### src/rtl/seg_disp_pkg.sv
// Shared types and constants for the seven-segment display scheduler.
package seg_disp_pkg;

    typedef enum logic [1:0] {
        ST_IDLE    = 2'd0,
        ST_SELECT  = 2'd1,
        ST_CONVERT = 2'd2,
        ST_SHOW    = 2'd3
    } state_e;

    localparam int              BIN_W     = 14;
    localparam logic [3:0]      BCD_BLANK = 4'hF;
    localparam logic [BIN_W-1:0] MAX_DEC  = 14'd9999;

    // Double-dabble correction: any BCD digit of 5 or more gets +3 before the shift.
    function automatic logic [15:0] dabble_add3(input logic [15:0] b);
        logic [15:0] r;
        r = b;
        for (int k = 0; k < 4; k++) begin
            if (b[4*k +: 4] >= 4'd5) r[4*k +: 4] = b[4*k +: 4] + 4'd3;
        end
        return r;
    endfunction

endpackage

### src/rtl/bin2bcd_seq.sv
// Sequential 14-bit binary to 4-digit BCD converter (one shift/add-3 step per cycle).
module bin2bcd_seq
    import seg_disp_pkg::*;
(
    input  logic             clk,
    input  logic             rst,
    input  logic             start,
    input  logic [BIN_W-1:0] bin,
    output logic             busy,
    output logic             done,
    output logic [15:0]      bcd
);

    logic [BIN_W-1:0] bin_q, bin_d;
    logic [15:0]      bcd_q, bcd_d;
    logic [3:0]       cnt_q, cnt_d;
    logic             done_q, done_d;
    logic [15:0]      adj;

    // Load on start, then shift one bit per cycle; done fires on the last step only.
    always_comb begin
        bin_d  = bin_q;
        bcd_d  = bcd_q;
        cnt_d  = cnt_q;
        done_d = 1'b0;
        adj    = dabble_add3(bcd_q);
        if (start) begin
            bin_d = bin;
            bcd_d = '0;
            cnt_d = 4'd14;
        end else if (cnt_q != 4'd0) begin
            bcd_d  = {adj[14:0], bin_q[BIN_W-1]};
            bin_d  = {bin_q[BIN_W-2:0], 1'b0};
            cnt_d  = cnt_q - 4'd1;
            done_d = (cnt_q == 4'd1);
        end
    end

    // Converter state registers.
    always_ff @(posedge clk or negedge rst) begin
        if (!rst) begin
            bin_q  <= '0;
            bcd_q  <= '0;
            cnt_q  <= '0;
            done_q <= 1'b0;
        end else begin
            bin_q  <= bin_d;
            bcd_q  <= bcd_d;
            cnt_q  <= cnt_d;
            done_q <= done_d;
        end
    end

    assign busy = (cnt_q != 4'd0);
    assign done = done_q;
    assign bcd  = bcd_q;

endmodule

### src/rtl/seg_display_scheduler.sv
// Arbitrates the shared 4-digit display between requesters and drives BCD digits.
//
//  state      | meaning
//  -----------+-----------------------------------------------------------
//  ST_IDLE    | no owner, display blank, waiting for any request
//  ST_SELECT  | pick winner (priority first, else round-robin), start convert
//  ST_CONVERT | double-dabble in flight; all requester events deferred
//  ST_SHOW    | digits valid; refresh on tick, or leave for SELECT on exit rule
module seg_display_scheduler
    import seg_disp_pkg::*;
#(
    parameter int N_REQ    = 4,
    parameter int TICK_DIV = 100000,
    parameter int DWELL    = 1000,
    parameter int BLANK_LZ = 1
) (
    input  logic                   clk,
    input  logic                   rst,
    input  logic [N_REQ-1:0]       req,
    input  logic [N_REQ-1:0]       pri,
    input  logic [N_REQ*BIN_W-1:0] values,
    output logic [N_REQ-1:0]       grant,
    output logic [15:0]            bcd_out,
    output logic                   out_valid,
    output logic                   busy
);

    localparam int IDX_W   = $clog2(N_REQ);
    localparam int TICK_W  = (TICK_DIV > 1) ? $clog2(TICK_DIV) : 1;
    localparam int DWELL_W = $clog2(DWELL + 1);

    state_e             state_q, state_d;
    logic [TICK_W-1:0]  tick_q, tick_d;
    logic [DWELL_W-1:0] dwell_q, dwell_d;
    logic [IDX_W-1:0]   rr_q, rr_d, owner_q, owner_d;
    logic [N_REQ-1:0]   grant_q, grant_d;
    logic [15:0]        bcd_q, bcd_d;
    logic               valid_q, valid_d;

    logic               tick;
    logic [IDX_W-1:0]   win, sel_idx;
    logic               found;
    logic [IDX_W:0]     cand;
    logic [2*N_REQ-1:0] req_rot;
    logic [BIN_W-1:0]   raw, conv_bin;
    logic               conv_start, conv_busy, conv_done;
    logic [15:0]        conv_bcd;
    logic               own_req, own_pri, other_pri, other_req, leave;

    function automatic logic [15:0] blank_lz(input logic [15:0] b);
        logic [15:0] r;
        logic        lead;
        r    = b;
        lead = 1'b1;
        for (int k = 3; k >= 1; k--) begin
            if (lead && (b[4*k +: 4] == 4'd0)) r[4*k +: 4] = BCD_BLANK;
            else lead = 1'b0;
        end
        return r;
    endfunction

    assign tick = (tick_q == TICK_W'(TICK_DIV - 1));

    // Arbiter: lowest-index priority requester, else first request at/after rr pointer.
    always_comb begin
        win     = '0;
        found   = 1'b0;
        cand    = '0;
        req_rot = {req, req} >> rr_q;
        for (int i = N_REQ - 1; i >= 0; i--) begin
            if (req[i] && pri[i]) begin
                win   = IDX_W'(i);
                found = 1'b1;
            end
        end
        for (int i = 0; i < N_REQ; i++) begin
            if (!found && req_rot[i]) begin
                cand = (IDX_W+1)'(rr_q) + (IDX_W+1)'(i);
                if (cand >= (IDX_W+1)'(N_REQ)) cand = cand - (IDX_W+1)'(N_REQ);
                win   = cand[IDX_W-1:0];
                found = 1'b1;
            end
        end
    end

    // Value mux and saturation; the converter latches this on start.
    always_comb begin
        raw     = '0;
        sel_idx = (state_q == ST_SELECT) ? win : owner_q;
        for (int i = 0; i < N_REQ; i++) begin
            if (sel_idx == IDX_W'(i)) raw = values[i*BIN_W +: BIN_W];
        end
        conv_bin = (raw > MAX_DEC) ? MAX_DEC : raw;
    end

    assign own_req   = req[owner_q];
    assign own_pri   = own_req && pri[owner_q];
    assign other_pri = |(req & pri & ~grant_q);
    assign other_req = |(req & ~grant_q);
    assign leave     = !own_req || (other_pri && !own_pri) ||
                       ((dwell_q == DWELL_W'(DWELL)) && !own_pri && other_req);

    // Next-state, grant, dwell and display logic.
    always_comb begin
        state_d    = state_q;
        tick_d     = tick ? '0 : tick_q + 1'b1;
        dwell_d    = dwell_q;
        rr_d       = rr_q;
        owner_d    = owner_q;
        grant_d    = grant_q;
        bcd_d      = bcd_q;
        valid_d    = 1'b0;
        conv_start = 1'b0;
        if (tick && (state_q == ST_CONVERT || state_q == ST_SHOW) &&
            (dwell_q != DWELL_W'(DWELL)))
            dwell_d = dwell_q + 1'b1;
        case (state_q)
            ST_IDLE: begin
                grant_d = '0;
                bcd_d   = {4{BCD_BLANK}};
                if (|req) state_d = ST_SELECT;
            end
            ST_SELECT: begin
                if (!(|req)) begin
                    grant_d = '0;
                    bcd_d   = {4{BCD_BLANK}};
                    state_d = ST_IDLE;
                end else begin
                    grant_d    = N_REQ'(1) << win;
                    owner_d    = win;
                    dwell_d    = '0;
                    conv_start = 1'b1;
                    state_d    = ST_CONVERT;
                end
            end
            ST_CONVERT: begin
                if (conv_done) begin
                    bcd_d   = (BLANK_LZ != 0) ? blank_lz(conv_bcd) : conv_bcd;
                    valid_d = 1'b1;
                    state_d = ST_SHOW;
                end
            end
            ST_SHOW: begin
                if (leave) begin
                    rr_d    = (owner_q == IDX_W'(N_REQ - 1)) ? '0 : owner_q + 1'b1;
                    state_d = ST_SELECT;
                end else if (tick) begin
                    conv_start = 1'b1;
                    state_d    = ST_CONVERT;
                end
            end
            default: state_d = ST_IDLE;
        endcase
    end

    // State registers; reset discards any conversion in flight.
    always_ff @(posedge clk or negedge rst) begin
        if (!rst) begin
            state_q <= ST_IDLE;
            tick_q  <= '0;
            dwell_q <= '0;
            rr_q    <= '0;
            owner_q <= '0;
            grant_q <= '0;
            bcd_q   <= {4{BCD_BLANK}};
            valid_q <= 1'b0;
        end else begin
            state_q <= state_d;
            tick_q  <= tick_d;
            dwell_q <= dwell_d;
            rr_q    <= rr_d;
            owner_q <= owner_d;
            grant_q <= grant_d;
            bcd_q   <= bcd_d;
            valid_q <= valid_d;
        end
    end

    bin2bcd_seq u_bin2bcd (
        .clk   (clk),
        .rst   (rst),
        .start (conv_start),
        .bin   (conv_bin),
        .busy  (conv_busy),
        .done  (conv_done),
        .bcd   (conv_bcd)
    );

    assign grant     = grant_q;
    assign bcd_out   = bcd_q;
    assign out_valid = valid_q;
    assign busy      = conv_busy;

endmodule
### config.mk
export PLATFORM = sky130hd
export DESIGN_NAME = seg_display_scheduler
export DESIGN_NICKNAME = d
export VERILOG_FILES = /design/src/rtl/seg_disp_pkg.sv /design/src/rtl/bin2bcd_seq.sv /design/src/rtl/seg_display_scheduler.sv
export SDC_FILE = /design/constraint.sdc
export NUM_CORES = 1
export LEC_CHECK = 0
export CORE_UTILIZATION = 35
export DETAILED_ROUTE_END_ITERATION = 12
export PLACE_DENSITY_LB_ADDON = 0.15
export RECOVER_POWER = 100
export SLEW_MARGIN = 20
export SYNTH_ARGS = -nofsm -noshare
export SYNTH_HDL_FRONTEND = slang
export SYNTH_SLANG_ARGS = --single-unit
### constraint.sdc
create_clock -name clk -period 3.8 [get_ports clk]
set_input_delay 1.14 -clock clk [delete_from_list [all_inputs] [get_ports clk]]
set_output_delay 1.14 -clock clk [all_outputs]
set_load 0.02 [all_outputs]
### Yosys cells after proc, flatten, opt, wreduce, memory -nomap -nowiden

Cells that the tools add are included.

| word-level totals | value |
|---|---|
| output and inout port bits | 22 |
| word-level logic and storage cells | 171 |
| register bits after elaboration | 89 |
| bits of input ports | 66 |

| cells by class | value |
|---|---|
| shift-type cells | 2 |
| $add $sub $neg | 15 |
| bitwise operators | 4 |
| equal/unequal tests | 15 |
| reduce and logical (&&, ||, !) cells | 41 |
| mux-type cells | 72 |
| $lt $le $gt $ge | 10 |

Operators by type and width:

| cell | count |
|---|---|
| 14-bit two-way mux | 7 |
| 16-bit two-way mux | 4 |
| 16-bit one-hot mux with 3 select lines | 1 |
| 2-bit two-way mux | 19 |
| 4-bit two-way mux | 9 |
| 10-bit two-way mux | 3 |
| 1-bit two-way mux | 22 |
| 17-bit by 1-bit adder with 17-bit output, second input constant | 1 |
| 17-bit equality test, second input constant | 1 |
| 17-bit two-way mux | 1 |
| 4-bit by 3-bit greater-or-equal comparator with 1-bit output, second input constant | 4 |
| 1-bit logical AND | 16 |
| 14-bit > comparator, second input constant | 1 |
| 4-bit by 2-bit adder with 4-bit output, second input constant | 3 |
| 4-bit AND | 3 |
| 4-bit zero test | 3 |
| 4-bit OR reduction | 3 |
| 10-bit by 1-bit adder with 10-bit output, second input constant | 1 |
| 10-bit equality test, second input constant | 1 |
| 2-bit equality test, second input constant | 5 |
| 10-bit inequality test, second input constant | 1 |
| 3-bit greater-or-equal comparator, second input constant | 3 |
| 2-bit one-hot mux with 4 select lines | 1 |
| 4-bit one-hot mux with 2 select lines | 1 |
| 27 further kinds | 45 |

### Depth between registers and ports, before layout

| depth | value |
|---|---|
| depth in word-level cells | 26 |
| depth in mapped cells | 12 |
| depth with buffers taken out | 9 |

### By module

Synthesis repeated with hierarchy kept, for this count alone.

| second synthesis, totals | value |
|---|---|
| cell total of the unflattened synthesis | 618 |
| area total of the unflattened synthesis | 5734.2 µm² |

By module, submodules not included:

| module | seq. area each (µm²) | area each (µm²) | instances | cells an instance |
|---|---|---|---|---|
| seg_display_scheduler | 1371.3 | 3757.4 | 1 | 408 |
| bin2bcd_seq | 875.8 | 1976.9 | 1 | 210 |

### Least setup slack after synthesis

OpenSTA, ideal clock, no wires.

| path | value |
|---|---|
| path kind | input -> register |
| start | input req[1] |
| end | register u_bin2bcd.bin_q[4] |
| arrival time | 3.188 ns |
| cell stages on the path | 10 |
| data required time | 3.678 ns |
| library setup time | 0.122 ns |
| setup slack | 0.490 ns |
| buffers on the path | 2 |
| cell sequence | nor4_1 -> or4_4 -> o311a_4 -> a2111oi_4 -> nor2_2 -> buf_2 -> a211oi_2 -> nand2b_1 -> buf_6 -> o2111a_1 |

| between the ends | value |
|---|---|
| word-level cells in the longest chain between the ends | 24 |
| elaborated cells between the ends (all ways) | 53 |
| classes of those cells | order compare (1); eq/ne (3); shift (1); mux (23); bitwise (3); reduce/logical (22) |

RTL lines:

| item | line | RTL |
|---|---|---|
| from (decl) | seg_display_scheduler.sv:19 | `input logic [N_REQ-1:0] req,` |
| 1-bit logical AND | seg_display_scheduler.sv:71 | `if (req[i] && pri[i]) begin` |
| 1-bit two-way mux (2 in a row) | seg_display_scheduler.sv:71 |  |
| 1-bit zero test | seg_display_scheduler.sv:77 | `if (!found && req_rot[i]) begin` |
| 1-bit logical AND | seg_display_scheduler.sv:77 |  |
| 1-bit two-way mux | seg_display_scheduler.sv:77 |  |
| 1-bit zero test | seg_display_scheduler.sv:77 |  |
| 1-bit logical AND | seg_display_scheduler.sv:77 |  |
| 1-bit two-way mux | seg_display_scheduler.sv:77 |  |
| (+4 left out) | - |  |
| 1-bit logical AND | seg_display_scheduler.sv:77 |  |
| 2-bit two-way mux | seg_display_scheduler.sv:77 |  |
| 2-bit two-way mux | seg_display_scheduler.sv:89 | `sel_idx = (state_q == ST_SELECT) ? win : owner_q;` |
| 2-bit zero test | seg_display_scheduler.sv:91 | `if (sel_idx == IDX_W'(i)) raw = values[i*BIN_W +: BIN_W];` |
| 14-bit two-way mux (4 in a row) | seg_display_scheduler.sv:91 |  |
| 14-bit > comparator | seg_display_scheduler.sv:93 | `conv_bin = (raw > MAX_DEC) ? MAX_DEC : raw;` |
| 14-bit two-way mux | seg_display_scheduler.sv:93 |  |
| 14-bit two-way mux | bin2bcd_seq.sv:27 | `if (start) begin` |
| to (signal assigned) | bin2bcd_seq.sv:47 | `bin_q <= bin_d;` |
| to (decl) | bin2bcd_seq.sv:14 | `logic [BIN_W-1:0] bin_q, bin_d;` |

Parallel ways exist; a longest one is shown, timed or not. The select of a mux whose other input is x is not followed.
A chain may end at the register's enable or synchronous reset.

### Worst setup path in the final report

| path | value |
|---|---|
| start | input req[2] |
| end | register u_bin2bcd.bin_q[4] |

| between the ends | value |
|---|---|
| word-level cells in the longest chain between the ends | 25 |
| elaborated cells between the ends (all ways) | 55 |
| classes of those cells | order compare (1); eq/ne (3); shift (1); mux (25); bitwise (3); reduce/logical (22) |

RTL lines:

| item | line |
|---|---|
| 1-bit logical AND | seg_display_scheduler.sv:71 |
| 1-bit two-way mux (3 in a row) | seg_display_scheduler.sv:71 |
| 1-bit zero test | seg_display_scheduler.sv:77 |
| 1-bit logical AND | seg_display_scheduler.sv:77 |
| 1-bit two-way mux | seg_display_scheduler.sv:77 |
| 1-bit zero test | seg_display_scheduler.sv:77 |
| 1-bit logical AND | seg_display_scheduler.sv:77 |
| 1-bit two-way mux | seg_display_scheduler.sv:77 |
| (+4 left out) | - |
| 1-bit logical AND | seg_display_scheduler.sv:77 |
| 2-bit two-way mux | seg_display_scheduler.sv:77 |
| 2-bit two-way mux | seg_display_scheduler.sv:89 |
| 2-bit zero test | seg_display_scheduler.sv:91 |
| 14-bit two-way mux (4 in a row) | seg_display_scheduler.sv:91 |
| 14-bit > comparator | seg_display_scheduler.sv:93 |
| 14-bit two-way mux | seg_display_scheduler.sv:93 |
| 14-bit two-way mux | bin2bcd_seq.sv:27 |

Parallel ways exist; a longest one is shown, timed or not. The select of a mux whose other input is x is not followed.

==> results.txt <==
status -> complete, but fails checks
failing checks -> capacitance limit, slew limit
CP arrival -> 3.90 ns
CP Max Fanout -> 13
routing usage on met2 -> 0.2542
register area share after synthesis -> 0.4040
DR WL/cell -> 13.86 um
drt total wl -> 12.79 mm
Final ANT Viol Nets -> 0
maximum VDD drop -> 0.0002380 V
first-pass GRT wire length -> 22.04 mm
die area -> 16,400 um2
layout cell share with drive strength beyond 1 -> 0.1180
RSZ-0062 raised after global routing -> no
static leakage -> 3.103 nW
CP Capture Type -> register
synthesized net count -> 686
final instance area -> 7097 um2
Tmin final -> 3.625 ns
most frequent cells in the layout -> nor2_1 (75), dfrtp_1 (73), clkdlybuf4s50_1 (63)
Final Setup Violations -> 0
clk sink count -> 89
CTS Buf Count -> 9
CTS H-tree lvls -> 3
Primary FF master, synth -> dfrtp_1
data required time of the critical path -> 4.08 ns
nets@finish -> 789
GRT busiest layer -> met2
startpoint class of the critical path -> primary input
Mapped Cells -> 604
total power -> 4.520 mW
largest net degree at the start of global routing -> 83
commonest non-fill, non-tap cell in the layout -> nor2_1
Final Skew -> 0.006676 ns
routed vias -> 4,692
power per cell area -> 637.0 nW/um2
WS Path Type -> in -> reg
ys async rst share -> 1.000
Ports -> 88
setup ws final -> 0.1753 ns
period utilisation layout -> 0.9539
# fillers -> 1,460
row cnt -> 45
Die H -> 128.1 um
Root Buffer -> clkbuf_16
vias in the first global route -> 4,457
Place WS -> -0.2204 ns
Slew HR -> -0.3482
worst-skew pair later-pin latency -> 0.34 ns
gpl congestion -> 0.8510
post-placement cell area -> 6849 um2
met3 usage -> 0.02922
total gr overflow -> 0
Diodes inserted -> 0
YS warnings -> 0
max_cap viols -> 1
met1 usage -> 0.2439
worst-case clock buffer depth -> 2
DP Wirelength -> 9.573 mm
via/cell ratio -> 5.083
Area growth syn-to-layout -> 27.58%
syn avg cell area -> 9.210 um2
initial core utilization -> 0.3619
DRT iter0 DRCs -> 327
CTS Hold Bufs -> 0
worst min path class -> reg -> reg
number of antenna violations at the first check in global routing -> 0
All-Layer GR Usage -> 0.1684
Unique masters post-synth -> 75
fin. max-slew vios -> 83
clock slew at reported path FFs -> 0.07 ns
I/O Buffers -> 87
Fmax -> 275.9 MHz
setup total negative slack -> 0 ns
CTS tree -> done
Die W -> 128.1 um
cell area after synthesis -> 5563 um2
FF+latch count, synth -> 89
core area -> 15,370 um2
Detailed Routing Iterations Pass 1 -> 4
worst-margin pin slew -> 2.022 ns
Post-synth EDFFs -> 0
Hold Vio Cnt, Final -> 0
DRC violations left -> 0
-- path summary, 6_finish.rpt --
| path | from | endpoint | slack (ns) | depth (start not counted) |
|---|---|---|---|---|
| min | tick_q[4] | tick_q[4] | 0.48 | 1 |
| min reg2reg | tick_q[4] | tick_q[4] | 0.48 | 1 |
| max in group asynchronous | rst | u_bin2bcd.bcd[2] | 1.23 | 1 |
| min in group asynchronous | rst | dwell_q[4] | 1.36 | 1 |
| max reg2reg | tick_q[0] | u_bin2bcd.bin_q[6] | 0.58 | 9 |
| max | req[2] | u_bin2bcd.bin_q[4] | 0.18 | 11 |
-- synthesized netlist by cell type (5+ instances only) --
| cell | count | area [um2] |
|---|---|---|
| o22a_1 | 8 | 70.07 |
| mux2_2 | 5 | 56.30 |
| nor2b_1 | 6 | 37.54 |
| buf_2 | 7 | 35.03 |
| nor2_1 | 75 | 281.5 |
| mux2i_1 | 40 | 400.4 |
| nand2b_1 | 9 | 56.30 |
| dfrtp_1 | 73 | 1827 |
| clkbuf_1 | 14 | 52.55 |
| xnor2_1 | 13 | 113.9 |
| a211oi_1 | 9 | 67.56 |
| o21bai_1 | 5 | 37.54 |
| ha_1 | 16 | 200.2 |
| and2_1 | 6 | 37.54 |
| a21oi_1 | 39 | 195.2 |
| nor4_1 | 5 | 31.28 |
| nand4_1 | 9 | 56.30 |
| nand2_1 | 60 | 225.2 |
| inv_1 | 24 | 90.09 |
| xor2_1 | 14 | 122.6 |
| nand3_1 | 34 | 170.2 |
| nor3b_1 | 5 | 37.54 |
| dfstp_2 | 16 | 420.4 |
| o21ai_0 | 27 | 135.1 |
-- registers in the layout (all words and copies together), names as in the netlist --
register / flops
grant: 4
bcd_out: 16
out_valid: 1
state_q: 2
owner_q: 2
u_bin2bcd.done: 1
rr_q: 2
u_bin2bcd.bcd: 16
u_bin2bcd.bin_q: 14
dwell_q: 10
tick_q: 17
u_bin2bcd.cnt_q: 4
-- per-layer routing --
metal / vias to the layer above / wire (um)
met2: 105 / 5656
met3: 12 / 533
met1: 2226 / 6477
li1: 2349 / -
met5: - / 0
met4: 0 / 122
-- stage by stage --
step	hold WS, ns	instances	utilization
after floorplan	0.4465	604	-
after global placement	0.4650	907	0.4456
after detailed placement	0.4679	907	0.4456
after CTS	0.4817	923	0.4648
after global routing	0.5117	923	0.4617
final	0.4814	923	0.4617
-- power breakdown --
group | internal, mW | leakage (nW) | switching [mW] | total, mW
Clock | 0.509 | 0.146 | 0.372 | 0.881
Sequential | 1.21 | 1.11 | 0.266 | 1.48
Combinational | 1.02 | 1.85 | 1.14 | 2.16
Total | 2.75 | 3.10 | 1.77 | 4.52
-- cells by family after synthesis --
kind of cell / Yosys count / synth area share
compound gates: 129 / 0.1610
xor+xnor: 27 / 0.04251
fa+ha+maj: 16 / 0.03599
buf+inv: 54 / 0.04408
flops: 89 / 0.4040
mux: 50 / 0.1017
simple gates: 239 / 0.2108
-- worst max-delay path: stages --
cell,delay (ns)
clkdlybuf4s50_1,0.54
buf_6,0.17
and4bb_2,0.22
o21ai_0,0.11
and3_2,0.25
a2111oi_4,0.33
nor2_2,0.12
buf_4,0.19
mux2i_1,0.16
o311ai_4,0.42
o2111a_1,0.23
-- layout make-up --
cell class | count | area [um2] | share of cell area
tap | 211 | 264.0 | 0.03720
clock inverter | 7 | 70.07 | 0.009873
multi-input combinational | 461 | 3078 | 0.4337
inverter | 24 | 90.09 | 0.01269
sequential | 89 | 2247 | 0.3166
clock buffer | 9 | 225.2 | 0.03173
timing repair buffer | 122 | 1122 | 0.1581
-- what timing repair did --
item                                    in CTS  in global routing
setup buffers                                0                  0
hold endpoints to repair                     0                  0
endpoints found under the setup margin       0                  8
resized for setup                            0                  4
Power figures use the tool's default switching activity.
